File: config.mk
export PLATFORM = sky130hd
export DESIGN_NAME = din_debounce_edge
export DESIGN_NICKNAME = d
export VERILOG_FILES = /design/src/rtl/din_debounce_edge.sv
export SDC_FILE = /design/constraint.sdc
export NUM_CORES = 1
export LEC_CHECK = 0
export CAP_MARGIN = 20
export CORE_AREA = 2 2 39 41
export DETAILED_ROUTE_END_ITERATION = 8
export DIE_AREA = 0 0 41 43
export GPL_TIMING_DRIVEN = 0
export SETUP_SLACK_MARGIN = 0.5
export SLEW_MARGIN = 20
export SYNTH_ARGS = -nofsm -noshare
export SYNTH_HDL_FRONTEND = slang
export SYNTH_SLANG_ARGS = --single-unit
File: constraint.sdc
create_clock -name clk -period 3 [get_ports clk]
set_input_delay 0.75 -clock clk [delete_from_list [all_inputs] [get_ports clk]]
set_output_delay 0.75 -clock clk [all_outputs]
set_load 0.03 [all_outputs]
File: src/rtl/din_debounce_edge.sv
// din_debounce_edge
//   Conditions a raw, possibly asynchronous and bouncy 1-bit input for the data
//   flop downstream. The input passes through a synchronizer chain and then a
//   debounce qualifier. The block drives a clean registered level (dout), one-cycle
//   rise/fall pulses, and a busy flag while a candidate level is being qualified.
//   Optional feature: define DIN_EDGE_COUNT_EN to build the accepted-edge counter.
//   When the macro is undefined, edge_cnt is tied to 0.
module din_debounce_edge #(
   parameter int SYNC_STAGES     = 2,   // >= 2
   parameter int DEBOUNCE_CYCLES = 4,   // >= 1
   parameter int CNT_W           = 8
) (
   input  logic             clk,
   input  logic             reset,
   input  logic             din,
   output logic             dout,
   output logic             rise,
   output logic             fall,
   output logic             busy,
   output logic [CNT_W-1:0] edge_cnt
);

   localparam int            QW    = $clog2(DEBOUNCE_CYCLES + 1);
   // The last count value before a new level is accepted.
   localparam logic [QW-1:0] QLAST = QW'(DEBOUNCE_CYCLES - 1);

   logic [SYNC_STAGES-1:0] sync_q, sync_d;
   logic [QW-1:0]          cnt_q, cnt_d;
   logic                   dout_q, dout_d;
   logic                   rise_q, rise_d;
   logic                   fall_q, fall_d;
   logic                   busy_q, busy_d;
   logic                   s;

   // Synchronizer shift: din enters at bit 0, s is taken from the last stage.
   always_comb begin
      sync_d = {sync_q[SYNC_STAGES-2:0], din};
   end

   assign s = sync_q[SYNC_STAGES-1];

   // Qualifier: count consecutive cycles where s disagrees with dout, and accept
   // the new level on the DEBOUNCE_CYCLES-th one. Any agreement restarts the count.
   always_comb begin
      cnt_d  = '0;
      dout_d = dout_q;
      rise_d = 1'b0;
      fall_d = 1'b0;
      if (s != dout_q) begin
         if (cnt_q == QLAST) begin
            dout_d = s;
            rise_d = s;
            fall_d = ~s;
         end else begin
            cnt_d = cnt_q + QW'(1);
         end
      end
      // Busy mirrors the registered count. It never rises with one-cycle qualify.
      busy_d = (cnt_d != '0);
   end

   // State registers; reset clears everything including the sync chain.
   always_ff @(posedge clk) begin
      if (reset) begin
         sync_q <= '0;
         cnt_q  <= '0;
         dout_q <= 1'b0;
         rise_q <= 1'b0;
         fall_q <= 1'b0;
         busy_q <= 1'b0;
      end else begin
         sync_q <= sync_d;
         cnt_q  <= cnt_d;
         dout_q <= dout_d;
         rise_q <= rise_d;
         fall_q <= fall_d;
         busy_q <= busy_d;
      end
   end

   assign dout = dout_q;
   assign rise = rise_q;
   assign fall = fall_q;
   assign busy = busy_q;

`ifdef DIN_EDGE_COUNT_EN
   logic [CNT_W-1:0] edge_cnt_q, edge_cnt_d;

   // Count accepted edges.
   // The counter updates on the same edge that raises rise or fall, and it wraps naturally.
   always_comb begin
      edge_cnt_d = edge_cnt_q;
      if (rise_d | fall_d) begin
         edge_cnt_d = edge_cnt_q + CNT_W'(1);
      end
   end

   // Edge counter register.
   always_ff @(posedge clk) begin
      if (reset) begin
         edge_cnt_q <= '0;
      end else begin
         edge_cnt_q <= edge_cnt_d;
      end
   end

   assign edge_cnt = edge_cnt_q;
`else
   assign edge_cnt = '0;
`endif

endmodule

==> results of run 1 <==
[layout make-up]
| class | instances | share of cell area, % |
|---|---|---|
| plain buffers | 8 | 11.7 |
| multi-input cells | 27 | 31.7 |
| clock buffers | 4 | 5.12 |
| repair buffers | 6 | 11.7 |
| inverters | 1 | 0.732 |
| flip-flops and latches | 9 | 35.1 |
| well taps | 16 | 3.90 |
[Yosys cell counts, drive strengths merged]
master	count	area share, %
dfxtp	9	47
nor2	1	0.99
nor4b	2	4.6
inv	1	0.99
nand2b	3	5.6
nor3b	1	3.3
nor2b	2	3.3
nand2	3	3.0
buf	8	16
a21oi	2	2.6
conb	1	0.99
and2b	1	2.0
ha	1	3.3
xor2	1	2.3
nor3	2	3.9
[logic make-up after synthesis]
kind of cell | count (synthesis) | share of synthesized area (%)
compound gates | 2 | 2.63
xor+xnor | 1 | 2.30
fa+ha+maj | 1 | 3.29
buf+inv | 9 | 16.8
flops | 9 | 47.4
other cells | 1 | 0.986
simple gates | 15 | 26.6
[flip-flops by register name, summed over array words and instances (netlist names)]
| signal | cells |
|---|---|
| busy | 1 |
| cnt_q | 3 |
| dout | 1 |
| fall | 1 |
| rise | 1 |
| sync_q | 2 |
[placed cells by master, fill, tap and decap left out]
master	instances
dfxtp_1	9
buf_4	8
conb_1	8
clkdlybuf4s50_1	6
nand2_1	3
clkbuf_4	3
nand2b_1	2
nor4b_1	2
a21oi_1	2
nor2b_1	2
and2b_1	1
xor2_1	1
nand2b_2	1
inv_1	1
nor3_2	1
nor2_1	1
nor3_1	1
nor3b_2	1
ha_1	1
clkbuf_1	1
[routing by layer]
layer  GRT usage, %  wire (µm)  vias up
met3           7.85         65        0
li1               -          -      140
met5              0          0        -
met4           4.00          0        0
met2           10.3        241       10
met1           7.19        193      117
[path summary, 6_finish.rpt]
kind / from / to / slack (ns) / cells after the start
max: dout$_SDFFE_PP0P_ / dout / 0.91 / 1
min: sync_q[0]$_SDFF_PP0_ / sync_q[1]$_SDFF_PP0_ / 0.45 / 1
max reg2reg: cnt_q[0]$_SDFF_PP0_ / rise$_SDFF_PP0_ / 1.95 / 3
min reg2reg: sync_q[0]$_SDFF_PP0_ / sync_q[1]$_SDFF_PP0_ / 0.45 / 1
[stage by stage]
stage,std cells,worst slack [ns]
final,71,0.909
after floorplan,45,1.72
after global placement,67,1.18
after CTS,71,0.885
after detailed placement,67,1.19
after global routing,71,0.857
[power groups by stage]
stage	Sequential (mW)	Combinational (mW)	Clock, mW
floorplan	0.126	0.0245	0
global placement	0.125	0.0296	0
detailed placement	0.125	0.0297	0
CTS	0.122	0.0297	0.100
global route	0.123	0.0321	0.107
finish	0.123	0.0299	0.0933
==> summary.md, run 1 <==
| Metric | Value |
|---|---|
| Pin count of the biggest net entering global routing | `7` |
| DR vias/cell | `3.76` |
| Yosys warning total | `0` |
| Gr usage total | `7.67%` |
| Die Width | `41 µm` |
| Via count | `267` |
| Post-synthesis register bit count | `9` |
| Layout fillers | `150` |
| Nets@finish | `60` |
| Pins over their slew limit | `0` |
| Root buf cell | `clkbuf_4` |
| WS Path Type | `reg2out` |
| Post-route cell area | `513 µm²` |
| Initial antenna violation count | `0` |
| Critical Path Start Type | `register` |
| WP data required | `2.25 ns` |
| Post-Syn Area | `380 µm²` |
| Hold_buf cts | `0` |
| Leakage power | `0.226 nW` |
| Vias in the first global route | `211` |
| IO buf count | `6` |
| Die area | `1760 µm²` |
| Global route overflow | `0` |
| Class of the worst hold path | `reg2reg` |
| P_sw | `0.0609 mW` |
| First-pass DRT Iterations | `2` |
| Status | `complete, no violations` |
| Yosys cell types | `17` |
| Clk Latency, worst-skew pair | `0.26 ns` |
| Area delta synth->final | `34.9%` |
| Mean Syn Cell Area | `10.0 µm²` |
| Tcrit/Tclk final | `69.7%` |
| Area occupied by multi-input gates | `163 µm²` |
| Switching Fraction | `24.8%` |
| Post-CTS sizing | `0` |
| Core box area | `1380 µm²` |
| Clock transition at path regs | `0.06 ns` |
| VDD IR max | `0.206 mV` |
| Fin Setup TNS | `0 ns` |
| Htree depth | `1` |
| DP Area | `487 µm²` |
| CP arrival | `1.34 ns` |
| Critical path fanouts, max | `5` |
| Buf/Inv on CP | `1` |
| Power Internal | `0.185 mW` |
| CTS max path bufs | `2` |
| Combinational power share | `12.2%` |
| Ant. Diodes | `0` |
| Fin util | `37.1%` |
| Seq/Total Area, Yosys | `47.4%` |
| Synthesized instance count | `38` |
| CTS tree | `done` |
| Fmax | `478 MHz` |
| Clock sink total | `9` |
| # rows | `14` |
| Routed WL | `500 µm` |
| Boundary Pins | `15` |
| Clock power share | `38.0%` |
| Initial core utilization | `27.5%` |
| MaxCap Viol Count | `0` |
| Crit path max-delay family | `buffers and inverters` |
| Total Power | `0.246 mW` |
| GP Congestion | `0.631` |
| Post-route ant nets | `0` |
| Remaining DRCs | `0` |
| Post-CTS setup buffers | `0` |
| Finish-stage setup viols | `0` |
| Worst path slowest cell | `clkdlybuf4s50_1` |
| Crit. End Element | `output pin` |
| Final Hold Viols | `0` |
| Layout cell share with drive strength beyond 1 | `25.5%` |
| First-pass GRT wire length | `807 µm` |
| Detailed Route Iter0 Violations | `2` |
| Seq. cell area | `180 µm²` |
| Worst clock skew | `0.00374 ns` |
| Final min period | `2.09 ns` |
| Routed length per instance | `7.04 µm` |
| CTS Buf Count | `3` |
| Hold slack | `0.447 ns` |
| Cell Pwr Density | `479 nW/µm²` |
| Slowest stage delay, CP | `0.69 ns` |
| Sequential share of power | `49.9%` |
| RSZ-0062 raised after global routing | `no` |
| Crit path cell chain | `clkdlybuf4s50_1` |
| Die H | `43 µm` |
No activity file was read; power rests on OpenSTA's default activity.
==> inputs of run 2 (changes only) <==
==> constraint.sdc (replaced) <==
create_clock -name clk -period 1.8 [get_ports clk]
set_input_delay 0.45 -clock clk [delete_from_list [all_inputs] [get_ports clk]]
set_output_delay 0.45 -clock clk [all_outputs]
set_load 0.03 [all_outputs]
==> summary.md, run 2 (synthesis gave the netlist of run 1 again) <==
| Metric | Value |
|---|---|
| Ant. Diodes | `0 (unchanged)` |
| Routed WL | `509 µm (+1.8%)` |
| Hold_buf cts | `0 (unchanged)` |
| Reg-to-reg critical path startpoint | `cnt_q[0]$_SDFF_PP0_` |
| VDD IR max | `0.343 mV (+66%)` |
| Capture point of the worst reg-to-reg path | `fall$_SDFF_PP0_` |
| Tcrit/Tclk final | `68.6%` |
| Nets@finish | `60 (unchanged)` |
| Hold slack | `0.447 ns (+0.00000900 ns)` |
| Core box area | `1380 µm² (unchanged)` |
| Vias in the first global route | `213 (+0.95%)` |
| Crit path cell chain | `buf_4` |
| Final Hold Viols | `0 (unchanged)` |
| MaxCap Viol Count | `0 (unchanged)` |
| Routed length per instance | `7.17 µm (+1.8%)` |
| IO buf count | `6 (unchanged)` |
| Fin Setup TNS | `0 ns (unchanged)` |
| Class of the worst hold path | `reg2reg` |
| Die area | `1760 µm² (unchanged)` |
| Final Non-Filler Cells | `71 (unchanged)` |
| Worst clock skew | `0.00345 ns (-0.000287 ns)` |
| DR vias/cell | `3.75 (-0.37%)` |
| Critical path startpoint | `dout$_SDFFE_PP0P_` |
| Leakage power | `0.235 nW (+4.0%)` |
| First-pass GRT wire length | `821 µm (+1.7%)` |
| Total Power | `0.409 mW (+67%)` |
| Die H | `43 µm (unchanged)` |
| Initial core utilization | `27.5% (unchanged)` |
| Most frequent cells in the layout | `buf_4 (9), conb_1 (8), dfxtp_1 (8)` |
| Cell Pwr Density | `824 nW/µm² (+72%)` |
| Final min period | `1.23 ns` |
| Area occupied by multi-input gates | `163 µm² (unchanged)` |
| Placed Cells | `67 (unchanged)` |
| Buf/Inv on CP | `1 (unchanged)` |
| Pins over their slew limit | `0 (unchanged)` |
| Die Width | `41 µm (unchanged)` |
| Commonest non-fill, non-tap cell in the layout | `buf_4` |
| Clk Latency, worst-skew pair | `0.26 ns (about the same)` |
| First-pass DRT Iterations | `1 (-1)` |
| CTS max path bufs | `2 (unchanged)` |
| Global route overflow | `0 (unchanged)` |
| Clock transition at path regs | `0.06 ns (about the same)` |
| CP Depth | `1 (unchanged)` |
| Worst path slowest cell | `dfxtp_2` |
| Gr usage total | `7.77% (+0.10 points)` |
| Reg2Reg Depth | `3 (unchanged)` |
| Largest register FFs | `3 (unchanged)` |
| CP arrival | `0.78 ns (-0.56 ns)` |
| Via count | `266 (-0.37%)` |
| Crit. End Element | `output pin` |
| Post-route ant nets | `0 (unchanged)` |
| CTS tree | `done` |
| Clock sink total | `9 (unchanged)` |
| Finish-stage setup viols | `0 (unchanged)` |
| Seq. cell area | `181 µm² (+0.69%)` |
| Area delta synth->final | `30.6%` |
| GP Congestion | `0.631 (unchanged)` |
| FF-to-FF setup slack | `0.75 ns (-1.20 ns)` |
| Critical Path Start Type | `register` |
| Htree depth | `1 (unchanged)` |
| # rows | `14 (unchanged)` |
| Layout cell share with drive strength beyond 1 | `34.5% (+9.1 points)` |
| Layout fillers | `152 (+1.3%)` |
| Root buf cell | `clkbuf_4` |
| Pin count of the biggest net entering global routing | `7 (unchanged)` |
| Critical Path End | `dout` |
| Remaining DRCs | `0 (unchanged)` |
| Fin util | `35.9% (-1.2 points)` |
| Detailed Route Iter0 Violations | `0 (-2)` |
| Regs by FF count | `cnt_q: 3 flops, sync_q: 2 flops` |
| WP data required | `1.35 ns (-0.90 ns)` |
| Boundary Pins | `15 (unchanged)` |
| Status | `complete, no violations` |
| Crit path max-delay family | `flip-flops` |
| Initial antenna violation count | `0 (unchanged)` |
| WS Path Type | `reg2out` |
| Largest register by flop count | `cnt_q` |
| Critical path fanouts, max | `5 (unchanged)` |
| Fmax | `810 MHz` |
| Slowest stage delay, CP | `0.36 ns (-0.33 ns)` |
| RSZ-0062 raised after global routing | `no` |
| CTS Buf Count | `3 (unchanged)` |
run 2: cell count changes in the layout (fill, tap and decap cells not counted), sizes merged:
cell,change
clkdlybuf4s50,-4
buf,+4
run 2: metal layers:
metal | vias to the layer above | routed length (µm) | global-route usage, %
li1 | 140 | - | -
met1 | 116 | 198 | 7.52
met2 | 10 | 241 | 10.3
met3 | 0 | 68 | 7.85
met4 | 0 | 0 | 4.00
met5 | - | 0 | 0
run 2: final cells by class:
cell class                      count  area share (%)
Buffer                              8            12.1
Inverter                            1           0.756
Multi-Input combinational cell     27            32.7
Timing Repair Buffer                6            8.56
Clock buffer                        4            5.29
Sequential cell                     9            36.5
Tap cell                           16            4.03
run 2: how the worst min path moves through the flow:
stage / start / to / slack (ns) / cells after the start
2_1_floorplan: sync_q[0]$_SDFF_PP0_ / sync_q[1]$_SDFF_PP0_ / 0.41 / 1
3_3_place_gp: sync_q[0]$_SDFF_PP0_ / sync_q[1]$_SDFF_PP0_ / 0.43 / 1
3_5_place_dp: sync_q[0]$_SDFF_PP0_ / sync_q[1]$_SDFF_PP0_ / 0.43 / 1
4_1_cts: sync_q[0]$_SDFF_PP0_ / sync_q[1]$_SDFF_PP0_ / 0.45 / 1
5_1_grt: sync_q[0]$_SDFF_PP0_ / sync_q[1]$_SDFF_PP0_ / 0.47 / 1
6_report: sync_q[0]$_SDFF_PP0_ / sync_q[1]$_SDFF_PP0_ / 0.45 / 1
run 2: per-stage QoR:
step	setup slack, ns	instance area (µm²)
5_1_grt	0.531	497
4_1_cts	0.489	495
2_1_floorplan	0.727	407
6_report	0.566	497
3_3_place_gp	0.282	487
3_5_place_dp	0.287	487
run 2: what timing repair did:
action | CTS | global route
setup endpoints to repair | 4 | 1
buffers inserted | 0 | 0
cloned | 0 | 0
gates resized for setup | 21 | 1
run 2: report_power, final:
group	switching [mW]	internal, mW	leakage, nW
sequential	0.00165	0.203	0.0736
clock	0.0705	0.0854	0.0150
combinational	0.0298	0.0195	0.147
total	0.102	0.308	0.235
==> inputs of run 3 (changes only) <==
==> constraint.sdc (replaced) <==
create_clock -name clk -period 1.1 [get_ports clk]
set_input_delay 0.275 -clock clk [delete_from_list [all_inputs] [get_ports clk]]
set_output_delay 0.275 -clock clk [all_outputs]
set_load 0.03 [all_outputs]
==> summary.md, run 3 (synthesis gave the netlist of run 1 again) <==
| Metric | Value |
|---|---|
| Status | `complete, no violations` |
| CTS max path bufs | `2 (unchanged)` |
| Area delta synth->final | `72.0%` |
| Boundary Pins | `15 (unchanged)` |
| Worst clock skew | `0.00722 ns (+0.00377 ns)` |
| Via count | `290 (+9.0%)` |
| Pins over their slew limit | `0 (unchanged)` |
| Critical Path Start Type | `register` |
| Hold depth | `2 (+1)` |
| Setup WS post-layout | `0.0905 ns (-0.475 ns)` |
| Initial core utilization | `27.5% (unchanged)` |
| First-pass DRT Iterations | `1 (unchanged)` |
| Routed WL | `707 µm (+39%)` |
| Layout cell share with drive strength beyond 1 | `67.2% (+33 points)` |
| Largest register FFs | `3 (unchanged)` |
| Initial antenna violation count | `0 (unchanged)` |
| Area occupied by multi-input gates | `235 µm² (+45%)` |
| CTS Buf Count | `3 (unchanged)` |
| Slowest stage delay, CP | `0.35 ns (about the same)` |
| Die Width | `41 µm (unchanged)` |
| # rows | `14 (unchanged)` |
| VDD IR max | `0.574 mV (+67%)` |
| Largest register by flop count | `cnt_q` |
| Tcrit/Tclk final | `91.8%` |
| Root buf cell | `clkbuf_4` |
| RSZ-0062 raised after global routing | `yes` |
| Layout fillers | `134 (-12%)` |
| Routed length per instance | `9.18 µm (+28%)` |
| Detailed Route Iter0 Violations | `0 (unchanged)` |
| Finish-stage setup viols | `0 (unchanged)` |
| Die area | `1760 µm² (unchanged)` |
| Critical path startpoint | `dout$_SDFFE_PP0P_` |
| CTS tree | `done` |
| Global route overflow | `0 (unchanged)` |
| Gr usage total | `9.15% (+1.4 points)` |
| WS Path Type | `reg2reg` |
| Final Hold Viols | `0 (unchanged)` |
| FF-to-FF setup slack | `0.09 ns (-0.66 ns)` |
| Hold EP | `sync_q[0]$_SDFF_PP0_` |
| Commonest non-fill, non-tap cell in the layout | `buf_4` |
| Clk Latency, worst-skew pair | `0.26 ns (about the same)` |
| Hold path start | `din` |
| Crit. End Element | `register` |
| Capture point of the worst reg-to-reg path | `cnt_q[0]$_SDFF_PP0_` |
| GP Congestion | `0.638 (+1.1%)` |
| Pin count of the biggest net entering global routing | `7 (unchanged)` |
| Htree depth | `1 (unchanged)` |
| Final min period | `1.01 ns` |
| Die H | `43 µm (unchanged)` |
| MaxCap Viol Count | `0 (unchanged)` |
| Clock sink total | `9 (unchanged)` |
| DR vias/cell | `3.77 (+0.53%)` |
| Reg-to-reg critical path startpoint | `dout$_SDFFE_PP0P_` |
| Regs by FF count | `cnt_q: 3 flops, sync_q: 2 flops` |
| Ant. Diodes | `0 (unchanged)` |
| IO buf count | `6 (unchanged)` |
| Post-route cell area | `654 µm² (+32%)` |
| Clock transition at path regs | `0.06 ns (about the same)` |
| Post-route ant nets | `0 (unchanged)` |
| Leakage power | `0.282 nW (+20%)` |
| Buf/Inv on CP | `1 (unchanged)` |
| Total Power | `0.670 mW (+64%)` |
| Vias in the first global route | `212 (-0.47%)` |
| Fin util | `47.3% (+11 points)` |
| DP Area | `546 µm² (+12%)` |
| Most frequent cells in the layout | `buf_4 (14), conb_1 (8), dfxtp_4 (5), buf_6 (4)` |
| Seq. cell area | `201 µm² (+11%)` |
| Fin Setup TNS | `0 ns (unchanged)` |
| Class of the worst hold path | `in2reg` |
| HPWL Detailed | `485 µm` |
| Remaining DRCs | `0 (unchanged)` |
| Fmax | `991 MHz` |
| Place WS | `-0.268 ns (-0.554 ns)` |
| Critical path fanouts, max | `4 (-1)` |
| WP data required | `1.28 ns (-0.07 ns)` |
| Nets@finish | `66 (+10%)` |
| Crit path cell chain | `buf_4 -> xor2_2 -> nand2b_4 -> nor3_1` |
| First-pass GRT wire length | `924 µm (+13%)` |
| CP arrival | `1.18 ns (+0.40 ns)` |
| Crit path max-delay family | `flip-flops` |
| Cell Pwr Density | `1020 nW/µm² (+24%)` |
| Core box area | `1380 µm² (unchanged)` |
| Worst path slowest cell | `dfxtp_4` |
| Reg2Reg Depth | `4 (+1)` |
run 3: cell types whose count changed in the layout (fill, tap and decap cells not counted), sizes merged:
cell,change
buf,+6
clkdlybuf4s50,-2
dlygate4sd2,+2
run 3: worst max-delay path by stage:
stage | cells past startpoint | slack (ns) | endpoint
after global placement | 3 | -0.24 | cnt_q[0]$_SDFF_PP0_
after detailed placement | 3 | -0.27 | cnt_q[0]$_SDFF_PP0_
after floorplan | 4 | 0.17 | busy$_SDFF_PP0_
after CTS | 1 | 0.05 | dout
after global routing | 4 | 0.05 | cnt_q[0]$_SDFF_PP0_
final | 4 | 0.09 | cnt_q[0]$_SDFF_PP0_
run 3: where the power goes:
group	internal (mW)	switching, mW	total, mW
sequential	0.321	0.00420	0.325
combinational	0.0392	0.0551	0.0943
clock	0.139	0.110	0.250
total	0.500	0.170	0.670
run 3: cell type report:
type	instances	area share, %
buffer	8	9.18
sequential	9	30.8
inverter	1	0.574
timing repair buffer	12	16.4
multi-input combinational	27	35.9
clock buffer	4	4.02
tap	16	3.06
run 3: routing by layer:
metal	up-vias	track usage, %	share of wire, %
met1	123	9.03	39
li1	153	-	-
met4	0	12.0	3.1
met5	-	0	0
met2	12	11.3	50
met3	2	4.71	6.9
run 3: worst reg2reg max path, delay by kind of cell (launching register included):
kind,cells,cell delay [ns]
XOR/XNOR,1,0.19
buffers and inverters,1,0.14
flip-flops,1,0.35
AND/OR/NAND/NOR,2,0.26
run 3: through the flow:
stage / cells / hold WS (ns)
6_report: 77 / 0.342
3_3_place_gp: 67 / 0.419
2_1_floorplan: 45 / 0.334
5_1_grt: 77 / 0.348
3_5_place_dp: 67 / 0.429
4_1_cts: 73 / 0.332
run 3: what timing repair did:
item / 4_1_cts / 5_1_grt
setup endpoints to repair: 13 / 11
setup buffers: 2 / 4
hold buffers: 0 / 0
resized for setup: 34 / 6
pin swaps: 2 / 2
